## src/rtl/cpu_ctrl_pkg.sv

```systemverilog
// Shared encodings for the multicycle CPU control path: FSM states, MIPS opcodes,
// and the mux/ALU select codes the datapath and ALU control also decode.
package cpu_ctrl_pkg;

  typedef enum logic [3:0] {
    S_FETCH    = 4'd0,
    S_DECODE   = 4'd1,
    S_MEMADDR  = 4'd2,
    S_MEMREAD  = 4'd3,
    S_MEMWB    = 4'd4,
    S_MEMWRITE = 4'd5,
    S_EXECUTE  = 4'd6,
    S_RTYPE_WB = 4'd7,
    S_BRANCH   = 4'd8,
    S_JUMP     = 4'd9,
    S_ADDI_EX  = 4'd10,
    S_ADDI_WB  = 4'd11
  } state_e;

  localparam logic [5:0] OP_RTYPE = 6'b000000;
  localparam logic [5:0] OP_LW    = 6'b100011;
  localparam logic [5:0] OP_SW    = 6'b101011;
  localparam logic [5:0] OP_BEQ   = 6'b000100;
  localparam logic [5:0] OP_J     = 6'b000010;
  localparam logic [5:0] OP_ADDI  = 6'b001000;

  localparam logic [1:0] ALU_ADD   = 2'b00;
  localparam logic [1:0] ALU_SUB   = 2'b01;
  localparam logic [1:0] ALU_FUNCT = 2'b10;

  localparam logic [1:0] SRCB_REG     = 2'b00;
  localparam logic [1:0] SRCB_FOUR    = 2'b01;
  localparam logic [1:0] SRCB_IMM     = 2'b10;
  localparam logic [1:0] SRCB_IMM_SH2 = 2'b11;

  localparam logic [1:0] PCSRC_ALU    = 2'b00;
  localparam logic [1:0] PCSRC_ALUOUT = 2'b01;
  localparam logic [1:0] PCSRC_JUMP   = 2'b10;

  function automatic logic is_mem_op(input logic [5:0] op);
    return (op == OP_LW) || (op == OP_SW);
  endfunction

endpackage

```

## src/rtl/multicycle_control.sv

```systemverilog
// Main multicycle CPU control FSM: Moore decode of every mux select and write
// enable, with stall freezing the sequence and rst gating all outputs to zero.
module multicycle_control
  import cpu_ctrl_pkg::*;
(
  input  logic       clk,
  input  logic       rst,
  input  logic [5:0] opcode,
  input  logic       stall,
  output logic       pc_write,
  output logic       pc_write_cond,
  output logic       i_or_d,
  output logic       mem_read,
  output logic       mem_write,
  output logic       ir_write,
  output logic       mem_to_reg,
  output logic       reg_dst,
  output logic       reg_write,
  output logic       alu_src_a,
  output logic [1:0] alu_src_b,
  output logic [1:0] alu_op,
  output logic [1:0] pc_source,
  output logic       instr_done,
  output logic       illegal_op
);

  state_e state_q, state_d;

  always_ff @(posedge clk) begin
    if (rst) state_q <= S_FETCH;
    else     state_q <= state_d;
  end

  always_comb begin
    state_d       = state_q;
    pc_write      = 1'b0;
    pc_write_cond = 1'b0;
    i_or_d        = 1'b0;
    mem_read      = 1'b0;
    mem_write     = 1'b0;
    ir_write      = 1'b0;
    mem_to_reg    = 1'b0;
    reg_dst       = 1'b0;
    reg_write     = 1'b0;
    alu_src_a     = 1'b0;
    alu_src_b     = SRCB_REG;
    alu_op        = ALU_ADD;
    pc_source     = PCSRC_ALU;
    instr_done    = 1'b0;
    illegal_op    = 1'b0;

    case (state_q)
      S_FETCH: begin
        mem_read  = 1'b1;
        ir_write  = 1'b1;
        alu_src_b = SRCB_FOUR;
        pc_write  = 1'b1;
        state_d   = S_DECODE;
      end
      S_DECODE: begin
        alu_src_b = SRCB_IMM_SH2;
        if (is_mem_op(opcode))        state_d = S_MEMADDR;
        else if (opcode == OP_RTYPE)  state_d = S_EXECUTE;
        else if (opcode == OP_BEQ)    state_d = S_BRANCH;
        else if (opcode == OP_J)      state_d = S_JUMP;
        else if (opcode == OP_ADDI)   state_d = S_ADDI_EX;
        else begin
          illegal_op = 1'b1;
          state_d    = S_FETCH;
        end
      end
      S_MEMADDR: begin
        alu_src_a = 1'b1;
        alu_src_b = SRCB_IMM;
        if (opcode == OP_SW) state_d = S_MEMWRITE;
        else                 state_d = S_MEMREAD;
      end
      S_MEMREAD: begin
        mem_read = 1'b1;
        i_or_d   = 1'b1;
        state_d  = S_MEMWB;
      end
      S_MEMWB: begin
        reg_write  = 1'b1;
        mem_to_reg = 1'b1;
        instr_done = 1'b1;
        state_d    = S_FETCH;
      end
      S_MEMWRITE: begin
        mem_write  = 1'b1;
        i_or_d     = 1'b1;
        instr_done = 1'b1;
        state_d    = S_FETCH;
      end
      S_EXECUTE: begin
        alu_src_a = 1'b1;
        alu_op    = ALU_FUNCT;
        state_d   = S_RTYPE_WB;
      end
      S_RTYPE_WB: begin
        reg_dst    = 1'b1;
        reg_write  = 1'b1;
        instr_done = 1'b1;
        state_d    = S_FETCH;
      end
      S_BRANCH: begin
        alu_src_a     = 1'b1;
        alu_op        = ALU_SUB;
        pc_write_cond = 1'b1;
        pc_source     = PCSRC_ALUOUT;
        instr_done    = 1'b1;
        state_d       = S_FETCH;
      end
      S_JUMP: begin
        pc_write   = 1'b1;
        pc_source  = PCSRC_JUMP;
        instr_done = 1'b1;
        state_d    = S_FETCH;
      end
      S_ADDI_EX: begin
        alu_src_a = 1'b1;
        alu_src_b = SRCB_IMM;
        state_d   = S_ADDI_WB;
      end
      S_ADDI_WB: begin
        reg_write  = 1'b1;
        instr_done = 1'b1;
        state_d    = S_FETCH;
      end
      default: state_d = S_FETCH;
    endcase

    // Stall freezes the sequence; selects stay valid so the datapath sees no glitch.
    if (stall) begin
      state_d       = state_q;
      pc_write      = 1'b0;
      pc_write_cond = 1'b0;
      ir_write      = 1'b0;
      reg_write     = 1'b0;
      mem_write     = 1'b0;
      mem_read      = 1'b0;
      instr_done    = 1'b0;
      illegal_op    = 1'b0;
    end

    if (rst) begin
      state_d       = S_FETCH;
      pc_write      = 1'b0;
      pc_write_cond = 1'b0;
      i_or_d        = 1'b0;
      mem_read      = 1'b0;
      mem_write     = 1'b0;
      ir_write      = 1'b0;
      mem_to_reg    = 1'b0;
      reg_dst       = 1'b0;
      reg_write     = 1'b0;
      alu_src_a     = 1'b0;
      alu_src_b     = SRCB_REG;
      alu_op        = ALU_ADD;
      pc_source     = PCSRC_ALU;
      instr_done    = 1'b0;
      illegal_op    = 1'b0;
    end
  end

endmodule

```

## config.mk

```make
export PLATFORM = sky130hd
export DESIGN_NAME = multicycle_control
export DESIGN_NICKNAME = d
export VERILOG_FILES = /design/src/rtl/cpu_ctrl_pkg.sv /design/src/rtl/multicycle_control.sv
export SDC_FILE = /design/constraint.sdc
export NUM_CORES = 1
export LEC_CHECK = 0
export CAP_MARGIN = 20
export CORE_MARGIN = 2
export CORE_UTILIZATION = 37
export CTS_CLUSTER_DIAMETER = 200
export CTS_CLUSTER_SIZE = 30
export DETAILED_ROUTE_END_ITERATION = 8
export GPL_TIMING_DRIVEN = 0
export PLACE_DENSITY = 0.83
export SLEW_MARGIN = 10
export SYNTH_ARGS = -nofsm -noshare
export SYNTH_HDL_FRONTEND = slang
export SYNTH_SLANG_ARGS = --single-unit
```

## constraint.sdc

```tcl
create_clock -name clk -period 1 [get_ports clk]
set_input_delay 0.15 -clock clk [delete_from_list [all_inputs] [get_ports clk]]
set_output_delay 0.15 -clock clk [all_outputs]
set_load 0.01 [all_outputs]
```

==> After elaboration in Yosys (flattened, before gate mapping) <==
Cells that the tools add are included.
{ "word_totals": {"register_bits": 4, "latch_bits": 0, "ram_bits": 0, "romBits": 0, "input_bits": 9, "out_inout_bits": 18, "elab_cells": 77, "mem_count": 0} }
{ "op_classes": {"add_sub_neg": 0, "mul": 0, "div": 0, "magnitude_cmp": 0, "eq_ne": 16, "shift": 0, "n_mux": 50, "bitwise_logic": 0, "reduce_logical": 10} }
{ "ops": {"columns": ["op", "count"], "rows": [
  ["$mux 1", 37],
  ["$pmux 4 s6", 1],
  ["$mux 4", 5],
  ["$eq 4x3->1 const B", 4],
  ["$eq 4x4->1 const B", 4],
  ["$eq 6x6->1 const B", 2],
  ["$eq 4x2->1 const B", 2],
  ["$pmux 2 s2", 2],
  ["$reduce_or 2->1", 4],
  ["$eq 6x2->1 const B", 1],
  ["$eq 6x3->1 const B", 1],
  ["$eq 6x4->1 const B", 1],
  ["$logic_not 6->1", 1],
  ["$mux 2", 3],
  ["$pmux 2 s3", 1],
  ["$reduce_or 6->1", 1],
  ["$eq 4x1->1 const B", 1],
  ["$logic_not 4->1", 1],
  ["$reduce_or 4->1", 1],
  ["$mux 3", 1],
  ["$reduce_or 3->1", 1],
  ["$logic_or 1x1->1", 1]
]} }

==> Longest topological paths before layout <==
Gate-level depths: netlist of run 1.
{ "logic_depth": {"word_depth": 9, "mapped_depth": 5, "depth_no_buf": 4} }

==> Worst setup path after synthesis of run 1 <==
Ideal clock, no wire load.
{ "synth_path": {"path_type": "reg2out", "startpoint": "register state_q[1]", "endpoint": "output mem_read", "arrival_time_ns": 1.199, "t_required_ns": 0.850, "path_slack_ns": -0.349, "path_stages_with_launch": 4, "n_path_buf": 1, "path_cell_list": "dfxtp_1 -> buf_4 -> xnor2_1 -> nor4b_1"} }
{ "synth_via": {"elab_chain_len": 5, "elab_cells_between_ends": 6, "cone_classes": "1 x eq/ne; 3 x mux; 2 x reduce/logical"} }
{ "synth_lines": {"columns": ["element", "line", "source"], "rows": [
  ["from (decl)", "multicycle_control.sv:27", "state_e state_q, state_d;"],
  ["from (signal assigned)", "multicycle_control.sv:31", "else state_q <= state_d;"],
  ["$eq 4x2->1 or $logic_not 4->1 (tied branches)", "multicycle_control.sv:52", "case (state_q)"],
  ["$reduce_or 2->1 (no source line) *", null, null],
  ["$mux 1 *", "multicycle_control.sv:52", null],
  ["$mux 1 *", "multicycle_control.sv:134", "if (stall) begin"],
  ["$mux 1 *", "multicycle_control.sv:146", "if (rst) begin"],
  ["to (decl)", "multicycle_control.sv:13", "output logic mem_read,"]
]} }
Every way passes the cells marked *; elsewhere a longest branch is shown, timed or not.

==> Worst setup path in the final report of run 1 <==
{ "layout_path": {"startpoint": "register state_q[0]", "endpoint": "output pc_write_cond"} }
{ "layout_via": {"elab_chain_len": 4} }
{ "layout_lines": {"columns": ["element", "line", "source"], "rows": [
  ["$eq 4x4->1", "multicycle_control.sv:52", null],
  ["$mux 1", "multicycle_control.sv:52", null],
  ["$mux 1", "multicycle_control.sv:134", null],
  ["$mux 1", "multicycle_control.sv:146", null],
  ["to (decl)", "multicycle_control.sv:11", "output logic pc_write_cond,"]
]} }
No other way between the ends.

==> impl_metrics.json, run 1 <==
{
  "status": "finished, violations left",
  "violations": "negative setup slack",
  "reg.largest.list": "state_q (4)",
  "criticalPathCategory": "reg -> out",
  "dieArea_um2": 2051,
  "wl_per_cell_um": 20.84,
  "synth_fp_nets": 91,
  "antenna_found_initial": 0,
  "ys_async_sr_fraction_pct": 0,
  "htreeDepth": 1,
  "cp_data_arrival_time_ps": 1440,
  "dieWidth_um": 45.29,
  "finalWirelength_um": 3188,
  "regMostFlops": "state_q",
  "die_h_um": 45.29,
  "hpwl_um": 1291,
  "maxCapViolCount": 0,
  "vdd_drop_max_mv": 0.6659,
  "cp_max_fo": 3,
  "first_pass_iters": 4,
  "finalWorstSetupSlack_ps": -586.8,
  "area_growth_syn_to_layout_pct": 123.6,
  "fin_crit_sh_pct": 158.7,
  "required_ps": 850,
  "cts.sinks": 4,
  "internal-power_uw": 529.3,
  "end_kind": "output port",
  "drt-met1-wl_um": 1250,
  "power_density_nw_per_um2": 602.0,
  "drcViolationCount": 0,
  "maxSlewViolCount": 0,
  "synth_ff_type": "dfxtp_1",
  "netlist_area_um2": 630.6,
  "grt_pass1_wl_um": 4091,
  "portBuffers": 25,
  "cts_tree": "yes",
  "layout-drive-gt1-share_pct": 78.10,
  "critPathLaunchType": "flop",
  "synth.distinct_cells": 43,
  "avgViaCountPerCell": 6.346,
  "ctsHoldBuffers": 0,
  "largest_reg_flops": 4,
  "p_sw_uw": 319.6,
  "yosys_warnings": 0,
  "ys_seq_elements": 4,
  "period_minus_slack_ps": 1587,
  "seq_area_frac_synth_pct": 12.70,
  "start_util_pct": 40.45,
  "grt_max_degree": 11,
  "post-route-util_pct": 90.45,
  "maxUsedRoutingLayer": "met4",
  "insertion_delay_ps": 260,
  "dr_total_vias": 971,
  "nets": 148,
  "clkTransAtPathRegs_ps": 40,
  "synth-edff-count": 0,
  "setup-tns-final_ps": -9785,
  "post-place-ws_ps": -1010,
  "p_leak_uw": 0.0006056,
  "stdcell_count": 153,
  "worst_slew_pin_slew_ps": 331.5,
  "switching_share_pct": 37.65,
  "syn_inst": 82,
  "numCtsBuffers": 3,
  "min_path_type": "in -> reg",
  "fmax_mhz": 630.2,
  "antenna_cells": 0,
  "syn_avg_cell_area_um2": 7.690,
  "root_buffer": "clkbuf_4",
  "ioPinCount": 27,
  "cts.path.max_buffers": 2,
  "dp_cells": 123,
  "wl_met3_um": 259,
  "drt_iter0_markers": 32,
  "grtUsageTotal_pct": 28.61,
  "clkPwrFrac_pct": 26.5,
  "fill_cells": 70,
  "overflow": 0,
  "hold_violations": 0,
  "core_um2": 1559,
  "drtAntennaViolNets": 0,
  "rows": 14,
  "combinationalPowerShare_pct": 52.9,
  "routed-wl-met2_um": 1576,
  "gp_congestion": 0.8507,
  "skew_ps": 1.510,
  "setup_viol": 22,
  "grt_pass1_vias": 873,
  "slew_headroom_pct": 77.80,
  "power_frac_seq_pct": 20.5,
  "rsz0062_at_grt": "yes"
}
[synth_stat cells (all sizes together), types with 3 or more instances]
| cell | number | share of area, % |
|---|---|---|
| a21oi | 4 | 3.2 |
| and3 | 3 | 3.8 |
| buf | 7 | 9.3 |
| dfxtp | 4 | 13 |
| inv | 3 | 2.2 |
| nand2 | 3 | 1.8 |
| nor2 | 9 | 6.9 |
| nor2b | 5 | 6.1 |
| nor3 | 8 | 6.3 |
| nor4 | 3 | 3.0 |
| o21ai | 4 | 3.2 |
| xor2 | 3 | 4.2 |
[critical path: stages (launching register included)]
cell and delay, ps:
dfxtp_2 320, or2_4 250, nor4b_4 300, nor2b_4 210, buf_6 100
[cell families (layout without fill, tap and decap cells)]
| kind of cell | after synthesis | in the layout | share of synthesized area (%) |
|---|---|---|---|
| buf+inv | 11 | 66 | 13.69 |
| compound gates | 19 | 19 | 21.63 |
| xor+xnor | 5 | 5 | 6.946 |
| flops | 4 | 4 | 12.70 |
| simple gates | 42 | 42 | 43.26 |
| fa+ha+maj | 1 | 1 | 1.786 |
[routing by layer]
layer  vias to the layer above  GRT usage (%)
li1                        415              -
met1                       479          34.22
met2                        66          48.57
met3                        11          7.200
met4                         0          11.18
met5                         -              0
[cell type report]
type	count	area, µm²	share of cell area, %
Tap cell	16	20.02	1.420
Inverter	3	18.77	1.331
Timing Repair Buffer	53	464.2	32.92
Buffer	7	93.84	6.655
Multi-Input combinational cell	67	698.2	49.51
Sequential cell	4	92.59	6.566
Clock buffer	3	22.52	1.597
[power groups by stage]
stage               combinational [µW]  sequential [µW]  clock (µW)
CTS                                354              174         212
global route                       468              175         242
floorplan                          192              180           0
finish                             449              174         225
detailed placement                 295              181           0
global placement                   291              181           0
[final timing paths]
| check | start | to | slack (ps) | cells after the start |
|---|---|---|---|---|
| worst max-delay path | state_q[0] | pc_write_cond | -590 | 4 |
| worst min register to register | state_q[1] | state_q[1] | 710 | 3 |
| worst min-delay path | rst | state_q[1] | 140 | 2 |
| worst max register to register | state_q[0] | state_q[3] | -360 | 7 |
[per-stage QoR]
step / area [µm²] / power [µW] / hold slack [ps]
floorplan: 739.5 / 372.0 / 329.1
global placement: 1010 / 471.8 / 359.7
detailed placement: 1010 / 475.5 / 357.5
CTS: 1244 / 740.8 / 113.4
global route: 1410 / 885.2 / 126.9
finish: 1410 / 848.9 / 135.8
[repair_timing]
item,in CTS,in global routing
endpoints found under the setup margin,22,22
gates cloned,2,0
resized for setup,104,30
setup buffers,17,11
pin swaps,13,12
[placed cells by master (no fill, tap or decap), drive strengths merged, types with 2 or more instances in the layout]
master,n
a21oi,4
and3,3
buf,50
clkbuf,4
dfxtp,4
dlygate4sd2,5
inv,3
nand2,3
nand2b,2
nand3,2
nand4,2
nor2,9
nor2b,5
nor3,8
nor4,3
nor4b,2
o21ai,4
o31ai,2
or2,2
xnor2,2
xor2,3
No activity file was read; power rests on OpenSTA's default activity.
==> inputs of run 2 (changes only) <==
REMOVE_ABC_BUFFERS = 1   (was not set)
==> impl_metrics.json, run 2 (synthesis results as in run 1) <==
{
  "criticalPathCategory": "reg -> out",
  "dieWidth_um": 45.29,
  "slew_headroom_pct": 68.45,
  "dr_total_vias": 929,
  "gp_congestion": 0.8494,
  "finalWorstSetupSlack_ps": -557.6,
  "power_density_nw_per_um2": 582.5,
  "drtAntennaViolNets": 0,
  "grt_max_degree": 13,
  "portBuffers": 26,
  "p_leak_uw": 0.0005500,
  "insertion_delay_ps": 230,
  "met1_usage_pct": 26.81,
  "whs_path_depth": 2,
  "crit_family": "simple AND/OR/NAND/NOR gates",
  "start_util_pct": 40.45,
  "fmax_mhz": 642.0,
  "critPathLaunchType": "flop",
  "regMostFlops": "state_q",
  "antenna_found_initial": 0,
  "overflow": 0,
  "area_growth_syn_to_layout_pct": 97.02,
  "crit_slowest_cell": "or3_4",
  "cp-startpoint": "state_q[3]",
  "status": "finished, violations left",
  "grt-busiest-layer": "met2",
  "ioPinCount": 27,
  "hold_violations": 0,
  "end_kind": "output port",
  "core_um2": 1559,
  "r2r-end": "state_q[1]",
  "dieArea_um2": 2051,
  "fin_area_um2": 1242,
  "skew_ps": 5.800,
  "finalWirelength_um": 2631,
  "reg2reg_from": "state_q[3]",
  "grtUsageTotal_pct": 25.27,
  "worst_slew_pin_slew_ps": 473.3,
  "cts_tree": "yes",
  "rsz0062_at_grt": "yes",
  "dpl_cell_area_um2": 838.3,
  "antenna_cells": 0,
  "slowest_delay_ps": 400,
  "fill_cells": 95,
  "cts.path.max_buffers": 2,
  "required_ps": 850,
  "r2r_setup_slack_ps": -410,
  "first_pass_iters": 4,
  "root_buffer": "clkbuf_4",
  "rows": 14,
  "nets": 149,
  "gr-usage-met2_pct": 46.29,
  "hpwl_um": 1097,
  "setup_viol": 22,
  "vdd_drop_max_mv": 0.6456,
  "mostFrequentLayoutCells": "buf_6 (19), buf_4 (19), buf_2 (14)",
  "period_minus_slack_ps": 1558,
  "grt_pass1_wl_um": 3815,
  "wl_per_cell_um": 17.08,
  "htreeDepth": 1,
  "die_h_um": 45.29,
  "reg.largest.list": "state_q (4)",
  "use_met3_pct": 4.000,
  "avgViaCountPerCell": 6.032,
  "reg2reg_depth": 7,
  "min_path_type": "in -> reg",
  "drt_iter0_markers": 46,
  "maxSlewViolCount": 0,
  "grt_pass1_vias": 859,
  "cp_max_fo": 3,
  "hold_start": "rst",
  "numCtsBuffers": 3,
  "violations": "negative setup slack",
  "cp_data_arrival_time_ps": 1410,
  "post-place-ws_ps": -1181,
  "cts.sinks": 4,
  "crit_buf_inv": 2,
  "drcViolationCount": 0,
  "largest_reg_flops": 4,
  "crit_path_cell_trace": "buf_6, or3_4, nor3_1, buf_2",
  "fin_crit_sh_pct": 155.8,
  "layout-drive-gt1-share_pct": 66.67,
  "clkTransAtPathRegs_ps": 40,
  "maxCapViolCount": 0,
  "whs_endpoint": "state_q[1]"
}
## run 2: cell count changes in the layout (fill, tap and decap cells not counted), moves of 2 or more
cell           change
nor3_1             +2
a21oi_1            +2
buf_6              +4
nor2b_2            -2
dlygate4sd2_1      +2
nor2_2             -2
nor3_4             -2
buf_8              -3
nor2b_1            +2
nor2_1             +3
## run 2: worst max-delay path by stage
stage,endpoint,cells after the start
3_3_place_gp,pc_write_cond,5
2_1_floorplan,pc_write_cond,2
6_report,ir_write,4
5_1_grt,ir_write,4
4_1_cts,pc_write_cond,4
3_5_place_dp,pc_write_cond,5
## run 2: metal layers
| metal | part of all wire (%) | wire (µm) |
|---|---|---|
| met1 | 39 | 1018 |
| met2 | 48 | 1262 |
| met3 | 7.6 | 200 |
| met4 | 5.7 | 150 |
| met5 | 0 | 0 |
## run 2: power breakdown
group / internal (µW) / total [µW] / switching [µW]
logic: 175 / 352 / 177
registers: 162 / 177 / 14.8
clock network: 134 / 195 / 60.9
total: 471 / 724 / 253
## run 2: stage by stage
step / hold slack (ps) / total power, µW / setup TNS (ps) / utilization (%) / std cells
2_1_floorplan: 216.2 / 308.7 / -6166 / - / 74
3_3_place_gp: 696.9 / 413.1 / -19740 / 53.77 / 116
3_5_place_dp: 704.9 / 418.6 / -20050 / 53.77 / 116
4_1_cts: 443.0 / 668.3 / -8520 / 73.27 / 147
5_1_grt: 286.8 / 765.0 / -10540 / 79.70 / 154
6_report: 286.0 / 723.8 / -9295 / 79.70 / 154
## run 2: timing repair
item / 4_1_cts / 5_1_grt
gates cloned: 0 / 0
gates resized for setup: 126 / 16
setup endpoints to repair: 22 / 22
hold buffers: 0 / 0
pin swaps: 18 / 13
buffers inserted: 28 / 7
## run 2: area by class of cell
type | instances | area, µm² | area share, %
inverters | 3 | 18.77 | 1.511
clock buffers | 3 | 22.52 | 1.813
well taps | 16 | 20.02 | 1.611
flip-flops and latches | 4 | 95.09 | 7.654
repair buffers | 61 | 504.2 | 40.58
multi-input cells | 67 | 581.8 | 46.83
## run 2: worst register-to-register path, delay by kind of cell, from the launching register on
| kind | cells | cell delay (ps) |
|---|---|---|
| compound gates | 2 | 440 |
| buf+inv | 3 | 360 |
| flops | 1 | 350 |
| simple gates | 2 | 170 |
==> inputs of run 3 (changes only) <==
ABC_AREA = 0   (was not set)
==> results of run 3 <==
The final DEF is identical to that of run 2; final timing and power are the same.
